===== config.mk =====
export PLATFORM = sky130hd
export DESIGN_NAME = photonic_adc_accumulator_flat
export DESIGN_NICKNAME = d
export VERILOG_FILES = /design/src/rtl/photonic_adc_accumulator_if.sv /design/src/rtl/photonic_adc_accumulator.sv /design/src/flat_wrapper.sv
export SDC_FILE = /design/constraint.sdc
export NUM_CORES = 1
export LEC_CHECK = 0
export ABC_AREA = 1
export BUFFER_PORTS_ARGS = -buffer_cell sky130_fd_sc_hd__buf_2
export CAP_MARGIN = 20
export CORE_UTILIZATION = 48
export CTS_CLUSTER_SIZE = 40
export DETAILED_ROUTE_END_ITERATION = 16
export PLACE_DENSITY = 0.74
export SYNTH_ARGS = -nofsm -noshare
export SYNTH_HDL_FRONTEND = slang
export SYNTH_SLANG_ARGS = --single-unit

===== constraint.sdc =====
create_clock -name clk -period 2.7 [get_ports clk]
set_input_delay 0.135 -clock clk [delete_from_list [all_inputs] [get_ports clk]]
set_output_delay 0.135 -clock clk [all_outputs]
set_load 0.03 [all_outputs]

===== src/rtl/photonic_adc_accumulator_if.sv =====
`default_nettype none
// ---------------------------------------------------------------------------
// Module  : photonic_adc_accumulator_if
// Purpose : Sample-in / result-out AXI-Stream bundle of the ADC accumulator.
// Rev     : 1.0  initial release
// ---------------------------------------------------------------------------
interface photonic_adc_accumulator_if #(
  parameter int ACC_WIDTH = 24
);
  logic [255:0]          s_axis_tdata;
  logic                  s_axis_tvalid;
  logic                  s_axis_tready;
  logic [ACC_WIDTH-1:0]  m_axis_tdata;
  logic                  m_axis_tvalid;
  logic                  m_axis_tready;

  // Accumulator side: consumes samples, produces results.
  modport slave (
    input  s_axis_tdata, s_axis_tvalid, m_axis_tready,
    output s_axis_tready, m_axis_tdata, m_axis_tvalid
  );

  // Environment side: produces samples, consumes results.
  modport master (
    output s_axis_tdata, s_axis_tvalid, m_axis_tready,
    input  s_axis_tready, m_axis_tdata, m_axis_tvalid
  );
endinterface
`default_nettype wire


===== src/rtl/photonic_adc_accumulator.sv =====
`default_nettype none
// ---------------------------------------------------------------------------
// Module  : photonic_adc_accumulator
// Purpose : Frames the free-running multiplier ADC stream after a start pulse,
//           sums VECTOR_LEN 8-bit magnitudes into one saturating dot-product
//           result and offers it on a one-entry AXI-Stream output register.
// Rev     : 1.0  initial release
// ---------------------------------------------------------------------------
module photonic_adc_accumulator #(
  parameter int VECTOR_LEN   = 784,
  parameter int START_OFFSET = 10,
  parameter int ACC_WIDTH    = 24
) (
  input  wire logic                    clk,
  input  wire logic                    rst_n,
  input  wire logic                    start,
  photonic_adc_accumulator_if.slave    bus,
  output logic                         busy,
  output logic                         overflow_err
);

  localparam int NUM_BEATS = VECTOR_LEN / 16;
  localparam int BEAT_W    = (NUM_BEATS > 1) ? $clog2(NUM_BEATS) : 1;
  // The wait counter holds START_OFFSET-2 so the ACCUM transition happens
  // on the cycle it reads zero; offsets 0 and 1 never use it.
  localparam int OFF_W     = (START_OFFSET > 2) ? $clog2(START_OFFSET - 1) : 1;
  localparam logic [BEAT_W-1:0] LAST_BEAT = BEAT_W'(NUM_BEATS - 1);
  localparam logic [OFF_W-1:0]  OFF_LOAD  = OFF_W'((START_OFFSET > 2) ? START_OFFSET - 2 : 0);

  if (VECTOR_LEN < 16 || (VECTOR_LEN % 16) != 0 || ACC_WIDTH < 12) begin : g_bad_params
    $error("photonic_adc_accumulator: VECTOR_LEN must be a multiple of 16 >= 16 and ACC_WIDTH >= 12");
  end

  typedef enum logic [1:0] {
    S_IDLE  = 2'd0,
    S_WAIT  = 2'd1,
    S_ACCUM = 2'd2
  } state_t;

  state_t                state_q, state_d;
  logic [OFF_W-1:0]      off_cnt_q, off_cnt_d;
  logic [BEAT_W-1:0]     beat_cnt_q, beat_cnt_d;
  logic                  s1_valid_q, s1_valid_d;
  logic                  s1_first_q, s1_first_d;
  logic                  s1_last_q, s1_last_d;
  logic [11:0]           s1_sum_q, s1_sum_d;
  logic [ACC_WIDTH-1:0]  acc_q, acc_d;
  logic [ACC_WIDTH-1:0]  out_data_q, out_data_d;
  logic                  out_valid_q, out_valid_d;
  logic                  ovf_q, ovf_d;

  logic [11:0]           lane_sum;
  logic                  beat_take;
  logic [ACC_WIDTH:0]    sum_wide;
  logic                  sum_sat;
  logic [ACC_WIDTH-1:0]  sum_clamped;
  logic                  out_accept;
  logic                  unused_lane_bits;

  // Only bits [g*16+7 +: 8] of each lane carry magnitude; the rest is noise.
  assign unused_lane_bits = ^bus.s_axis_tdata;

  // Add the 16 unsigned 8-bit lane magnitudes of the current beat.
  always_comb begin
    lane_sum = '0;
    for (int g = 0; g < 16; g++) begin
      lane_sum = lane_sum + 12'(bus.s_axis_tdata[g*16+7 +: 8]);
    end
  end

  // Framing FSM: skip the multiplier latency, then count valid beats.
  always_comb begin
    state_d    = state_q;
    off_cnt_d  = off_cnt_q;
    beat_cnt_d = beat_cnt_q;
    // With zero offset the start cycle itself carries beat 0.
    beat_take  = bus.s_axis_tvalid &&
                 ((state_q == S_ACCUM) ||
                  (state_q == S_IDLE && start && START_OFFSET == 0));
    case (state_q)
      S_IDLE: begin
        if (start) begin
          if (START_OFFSET <= 1) begin
            state_d = S_ACCUM;
          end else begin
            state_d   = S_WAIT;
            off_cnt_d = OFF_LOAD;
          end
        end
      end
      S_WAIT: begin
        if (off_cnt_q == '0) begin
          state_d = S_ACCUM;
        end else begin
          off_cnt_d = off_cnt_q - OFF_W'(1);
        end
      end
      S_ACCUM: begin
        state_d = S_ACCUM;
      end
      default: begin
        state_d = S_IDLE;
      end
    endcase
    if (beat_take) begin
      if (beat_cnt_q == LAST_BEAT) begin
        beat_cnt_d = '0;
        state_d    = S_IDLE;
      end else begin
        beat_cnt_d = beat_cnt_q + BEAT_W'(1);
      end
    end
  end

  // Two-stage datapath: register the lane sum, then accumulate / publish.
  always_comb begin
    s1_valid_d = beat_take;
    s1_sum_d   = lane_sum;
    s1_first_d = (beat_cnt_q == '0);
    s1_last_d  = (beat_cnt_q == LAST_BEAT);

    sum_wide    = (s1_first_q ? {(ACC_WIDTH+1){1'b0}} : {1'b0, acc_q}) + (ACC_WIDTH+1)'(s1_sum_q);
    sum_sat     = sum_wide[ACC_WIDTH];
    sum_clamped = sum_sat ? {ACC_WIDTH{1'b1}} : sum_wide[ACC_WIDTH-1:0];

    acc_d       = acc_q;
    out_data_d  = out_data_q;
    out_valid_d = out_valid_q;
    ovf_d       = ovf_q | (s1_valid_q & sum_sat);
    out_accept  = out_valid_q & bus.m_axis_tready;

    if (s1_valid_q && !s1_last_q) begin
      acc_d = sum_clamped;
    end
    if (out_accept) begin
      out_valid_d = 1'b0;
    end
    // A finished vector replaces the held result only if that slot is free
    // or being emptied this very edge; otherwise it is lost and flagged.
    if (s1_valid_q && s1_last_q) begin
      if (!out_valid_q || out_accept) begin
        out_valid_d = 1'b1;
        out_data_d  = sum_clamped;
      end else begin
        ovf_d = 1'b1;
      end
    end
  end

  // State, pipeline and output registers with asynchronous clear.
  always_ff @(posedge clk or negedge rst_n) begin
    if (!rst_n) begin
      state_q     <= S_IDLE;
      off_cnt_q   <= '0;
      beat_cnt_q  <= '0;
      s1_valid_q  <= 1'b0;
      s1_first_q  <= 1'b0;
      s1_last_q   <= 1'b0;
      s1_sum_q    <= '0;
      acc_q       <= '0;
      out_data_q  <= '0;
      out_valid_q <= 1'b0;
      ovf_q       <= 1'b0;
    end else begin
      state_q     <= state_d;
      off_cnt_q   <= off_cnt_d;
      beat_cnt_q  <= beat_cnt_d;
      s1_valid_q  <= s1_valid_d;
      s1_first_q  <= s1_first_d;
      s1_last_q   <= s1_last_d;
      s1_sum_q    <= s1_sum_d;
      acc_q       <= acc_d;
      out_data_q  <= out_data_d;
      out_valid_q <= out_valid_d;
      ovf_q       <= ovf_d;
    end
  end

  assign bus.s_axis_tready = 1'b1;
  assign bus.m_axis_tdata  = out_data_q;
  assign bus.m_axis_tvalid = out_valid_q;
  assign busy              = (state_q != S_IDLE);
  assign overflow_err      = ovf_q;

endmodule
`default_nettype wire


===== src/flat_wrapper.sv =====
// flat-port wrapper written by rule: the top's interface ports become plain ports
module photonic_adc_accumulator_flat 
#(
  parameter int VECTOR_LEN   = 784,
  parameter int START_OFFSET = 10,
  parameter int ACC_WIDTH    = 24
)
  (clk, rst_n, start, busy, overflow_err, bus_s_axis_tdata, bus_s_axis_tvalid, bus_m_axis_tready, bus_s_axis_tready, bus_m_axis_tdata, bus_m_axis_tvalid);
  photonic_adc_accumulator_if #(.ACC_WIDTH(ACC_WIDTH)) bus_i ();
  input  wire logic clk;
  input  wire logic rst_n;
  input  wire logic start;
  output logic busy;
  output logic overflow_err;
  input wire logic [$bits(bus_i.s_axis_tdata)-1:0] bus_s_axis_tdata;
  input wire logic [$bits(bus_i.s_axis_tvalid)-1:0] bus_s_axis_tvalid;
  input wire logic [$bits(bus_i.m_axis_tready)-1:0] bus_m_axis_tready;
  output wire logic [$bits(bus_i.s_axis_tready)-1:0] bus_s_axis_tready;
  output wire logic [$bits(bus_i.m_axis_tdata)-1:0] bus_m_axis_tdata;
  output wire logic [$bits(bus_i.m_axis_tvalid)-1:0] bus_m_axis_tvalid;
  assign bus_i.s_axis_tdata = bus_s_axis_tdata;
  assign bus_i.s_axis_tvalid = bus_s_axis_tvalid;
  assign bus_i.m_axis_tready = bus_m_axis_tready;
  assign bus_s_axis_tready = bus_i.s_axis_tready;
  assign bus_m_axis_tdata = bus_i.m_axis_tdata;
  assign bus_m_axis_tvalid = bus_i.m_axis_tvalid;
  photonic_adc_accumulator #(.VECTOR_LEN(VECTOR_LEN), .START_OFFSET(START_OFFSET), .ACC_WIDTH(ACC_WIDTH)) u_core (.clk(clk), .rst_n(rst_n), .start(start), .bus(bus_i), .busy(busy), .overflow_err(overflow_err));
endmodule

Word level (Yosys, flattened, before mapping)
Cells that the tools add are included.
{ "totals": {"n_memories": 0, "in_bits": 261, "out_inout_bits": 28, "reg_bits": 77, "romBits": 0, "latch_bits": 0, "ram_bits": 0} }
{ "op_classes": {"div_mod_pow": 0, "shifts": 0, "n_lt_le_gt_ge": 0, "n_mul": 0, "n_addsub": 18, "n_eq_ne": 5, "n_bitwise": 3, "n_mux": 16, "n_reduce_logical": 13} }
{ "ops": {"columns": ["cell", "n"], "rows": [
  ["$add A12 B8 Y12", 14],
  ["$mux W24", 2],
  ["$add A25 B12 Y25", 1],
  ["$add A8 B8 Y9", 1],
  ["$mux W2", 4],
  ["$mux W4", 2],
  ["$pmux W4 S2", 1],
  ["$add A6 B1 Y6 const B", 1],
  ["$eq A6 B6 Y1 const B", 1],
  ["$logic_not A6 Y1", 1],
  ["$mux W6", 1],
  ["$pmux W2 S3", 1],
  ["$mux W1", 5],
  ["$logic_not A4 Y1", 1],
  ["$ne A2 B2 Y1 const B", 2],
  ["$reduce_bool A2 Y1", 2],
  ["$sub A4 B1 Y4 const B", 1],
  ["$logic_and A1 B1 Y1", 3],
  ["$reduce_and A3 Y1", 1],
  ["$and A1 B1 Y1", 2],
  ["$eq A2 B1 Y1 const B", 1],
  ["$eq A2 B2 Y1 const B", 1],
  ["$logic_not A1 Y1", 2],
  ["$logic_not A2 Y1", 1],
  ["other kinds (3)", 3]
]} }

Depth between registers and ports, before layout
{ "logic_depth": {"ltp_word": 15, "depth_mapped": 27, "mapped_depth_nobuf": 27} }

Least setup slack after synthesis
OpenSTA, ideal clock, no wires.
{ "synth_timing": {"kind": "input port to flip-flop", "from": "input port bus_s_axis_tdata[7]", "to": "register u_core.s1_sum_q[9]", "path_buffers": 0, "path_stages": 27, "t_required_ns": 2.583, "path_slack_ns": -2.972, "arrival_ns": 5.555, "path_cell_list": "ha_1 -> inv_1 -> fa_1 -> inv_1 -> nand3_1 -> nand2_1 -> a21oi_1 -> o21bai_1 -> xnor2_1 -> inv_1 -> fa_1 -> inv_1 -> fa_1 -> fa_1 -> fa_1 -> inv_1 -> fa_1 -> inv_1 -> fa_1 -> inv_1 -> ha_1 -> a21oi_1 -> o21ai_0 -> a21o_1 -> nand3_1 -> a21o_1 -> nand2_1"} }
{ "synth_via": {"elab_chain_cells": 15} }
{ "synth_lines": {"columns": ["item", "line", "rtl"], "rows": [
  ["from (decl)", "flat_wrapper.sv:15", "input wire logic [$bits(bus_i.s_axis_tdata)-1:0] bus_s_axis_tdata;"],
  ["$add A8 B8 Y9", "photonic_adc_accumulator.sv:67", "lane_sum = lane_sum + 12'(bus.s_axis_tdata[g*16+7 +: 8]);"],
  ["$add A12 B8 Y12 (14 in series)", "photonic_adc_accumulator.sv:67", null],
  ["via u_core.lane_sum[9]", "photonic_adc_accumulator.sv:52", "logic [11:0] lane_sum;"],
  ["to (signal assigned)", "photonic_adc_accumulator.sv:171", "s1_sum_q <= s1_sum_d;"],
  ["to (decl)", "photonic_adc_accumulator.sv:46", "logic [11:0] s1_sum_q, s1_sum_d;"]
]} }
The timed path passes the listed nets, and every way through them passes these cells.
A chain may end at the register's enable or synchronous reset.

Worst setup path after layout
{ "layout_timing": {"from": "input port bus_s_axis_tdata[7]", "to": "register u_core.s1_sum_q[7]"} }
Same word-level chain as after synthesis.

==> impl_results.md <==
- Clk_lat worst skew: 0.34 ns
- Clock-pin slew on the worst setup and hold paths: 0.06 ns
- Failing checks: setup timing
- Placed Area: 0.00922 sq mm
- WP data arrival: 5.39 ns
- Post-synth EDFFs: 0
- Max Root-Sink Buffers: 2
- Asr flop ratio synth: 100%
- Setup violations, final: 11
- Rel. slew slack: 56.8%
- Worst path slowest cell: fa_1
- Detailed Place HPWL: 15.3 mm
- Most common cell after layout, fill and taps aside: nand2_1
- WL final: 18.1 mm
- Most frequent cells in the layout: 224 x nand2_1, 217 x inv_1, 157 x buf_2, 96 x fa_1, 77 x dfrtp_1
- #FFs+latches synth: 77
- CP startpoint kind: input port
- Total track usage: 23.3%
- # fillers: 1419
- Die height: 129 um
- Core footprint: 0.0159 sq mm
- Synth top area cells: fa_1 26%, dfrtp_1 25%, inv_1 11%
- Largest net degree at the start of global routing: 46
- Run status: finished with violations
- Crit path kind: in -> reg
- Dominant cell type by area after synthesis: fa_1
- Mapped cell area: 0.00779 sq mm
- Detailed Route Iter0 Violations: 320
- Routed Antenna Nets: 0
- First-pass GRT wire length: 30.0 mm
- # nets final: 1560
- Ys flop type: dfrtp_1
- Avg WL per Cell: 13.2 um
- Area of the multi-input gates: 0.00519 sq mm
- Cell row count: 46
- Top fanout value on the critical path: 4
- Die W: 129 um
- IO Port Bufs: 159
- Yosys warning total: 0
- Cells after Synth: 951
- Clock Sinks: 77
- DR vias: 6479
- Pre-CTS setup slack: -2.96 ns
- CTS root buffer: clkbuf_16
- Sequential-to-total area share from yosys stat: 24.7%
- Vias per std cell: 4.72
- Vias in the first global route: 6451
- Area share of the largest cell type after synthesis: 26.5%
- Gpl congestion: 0.926
- Worst setup EP type: flip-flop
- WP buf/inv: 9
- Total CTS buffers: 9
- Final worst slack: -2.47 ns
- RSZ-0062 raised after global routing: true
- Router iterations before antenna repair: 5
- Final min period: 5.17 ns
- Clock H-tree levels: 3
- Final Slew Violations: 0
- Measured slew at the worst slew-check pin: 0.648 ns
- Clock Skew: 0.00537 ns
- Initial antenna violation count: 2
- HP Class: in -> reg
- WP data required: 2.92 ns
- Diodes inserted: 0
- Final period util: 191%
- Peak Freq: 193 MHz
- IO Pins: 289
- Starting density of the core: 49.0%
- CTS tree: done
- Delay-heaviest family, CP: adder cells
- Total gr overflow: 0
- Synth-to-layout area growth: 25.9%
- Most common cell on crit path: fa_1
- Final Hold Fails: 0
- Mean Syn Cell Area: 8.19 sq um
- Syn Nets: 1359
- Worst path max stage delay: 0.54 ns
- MaxCap Viol Count: 0
- DIE AREA: 0.0167 sq mm
- Post-route cell area: 0.00981 sq mm
- Number of remaining DRC errors: 0
- FF/Latch Area: 0.00193 sq mm
- Cell variety after synth: 40
- Share of layout cells above drive strength 1: 25.6%
sequential cells by signal, summed over array words and instances, names as in the netlist, 2 cells and up:
register / cells
u_core.acc_q: 24
u_core.bus.m_axis_tdata: 24
u_core.s1_sum_q: 12
u_core.beat_cnt_q: 6
u_core.off_cnt_q: 4
u_core.state_q: 2
metrics by stage:
| step | TNS [ns] | utilization [%] | hold slack, ns | std cells |
|---|---|---|---|---|
| 5_1_grt | -25.18 | 61.8 | 0.0827 | 1373 |
| 3_3_place_gp | -26.55 | 58.0 | -0.0623 | 1350 |
| 3_5_place_dp | -27.31 | 58.0 | -0.0596 | 1350 |
| 6_report | -23.50 | 61.8 | 0.0667 | 1373 |
| 4_1_cts | -23.39 | 61.1 | 0.0591 | 1372 |
| 2_1_floorplan | -22.93 | - | -0.161 | 951 |
cell type report:
cell class / instances / area share [%]
Clock inverter: 7 / 1.25
Multi-Input combinational cell: 627 / 52.9
Tap cell: 216 / 2.76
Clock buffer: 9 / 2.30
Inverter: 232 / 8.88
Sequential cell: 77 / 19.6
Timing Repair Buffer: 205 / 12.3
layer usage:
metal,vias up,GRT usage [%],share of wire [%]
met5,-,0,0.072
met3,12,5.16,6.1
li1,3273,-,-
met2,169,37.4,46
met1,3023,33.0,47
met4,2,3.88,0.74
synth_stat cells (2+ instances only):
cell type	count
xnor2_1	6
nor3_1	5
dfrtp_1	77
nand3b_1	4
nor3_2	2
clkbuf_1	5
nor2_1	63
nand3_1	46
inv_2	2
nor2_4	2
nand2_2	2
o21ai_0	28
nand2_1	228
a21oi_1	28
xor2_1	15
inv_1	230
fa_1	103
a21o_1	4
buf_6	3
a31oi_1	8
buf_2	5
nand3_2	12
o21bai_1	4
nand4_1	9
ha_1	44
o22ai_1	2
final timing paths:
check	start	endpoint	slack, ns	depth (start not counted)
worst max-delay path	bus_s_axis_tdata[7]	u_core.s1_sum_q[7]	-2.47	25
worst min-delay path	bus_m_axis_tready	u_core.bus.m_axis_tvalid	0.07	4
worst max register to register	u_core.s1_first_q	u_core.acc_q[0]	0.21	12
worst min register to register	u_core.bus.m_axis_tdata[14]	u_core.bus.m_axis_tdata[14]	0.47	2
max in group asynchronous	rst_n	u_core.bus.m_axis_tdata[0]	1.83	3
min in group asynchronous	rst_n	u_core.bus.m_axis_tdata[15]	0.12	2
logic make-up after synthesis:
logic type,share of synthesized area [%]
buffers and inverters,12.3
and+or+nand+nor,21.4
AOI/OAI and AO/OA,5.64
adders and majority gates,33.5
xor gates and xnor gates,2.36
DFF,24.7
other,0.0481
tightest hold or removal path, stage by stage:
cell and delay [ns]:
buf_2 0.07, nor2_1 0.05, inv_1 0.06, nand2_1 0.05
timing repair:
item / 4_1_cts / 5_1_grt
hold buffers: 1 / 0
setup buffers: 6 / 2
gates resized for setup: 24 / 22
endpoints found under the setup margin: 11 / 13
endpoints found under the hold margin: 77 / 0
pin swaps: 26 / 18
Power is left out: the tool's default activity adds up to more than one toggle a clock period on the data nets, which glitch-free logic cannot reach.
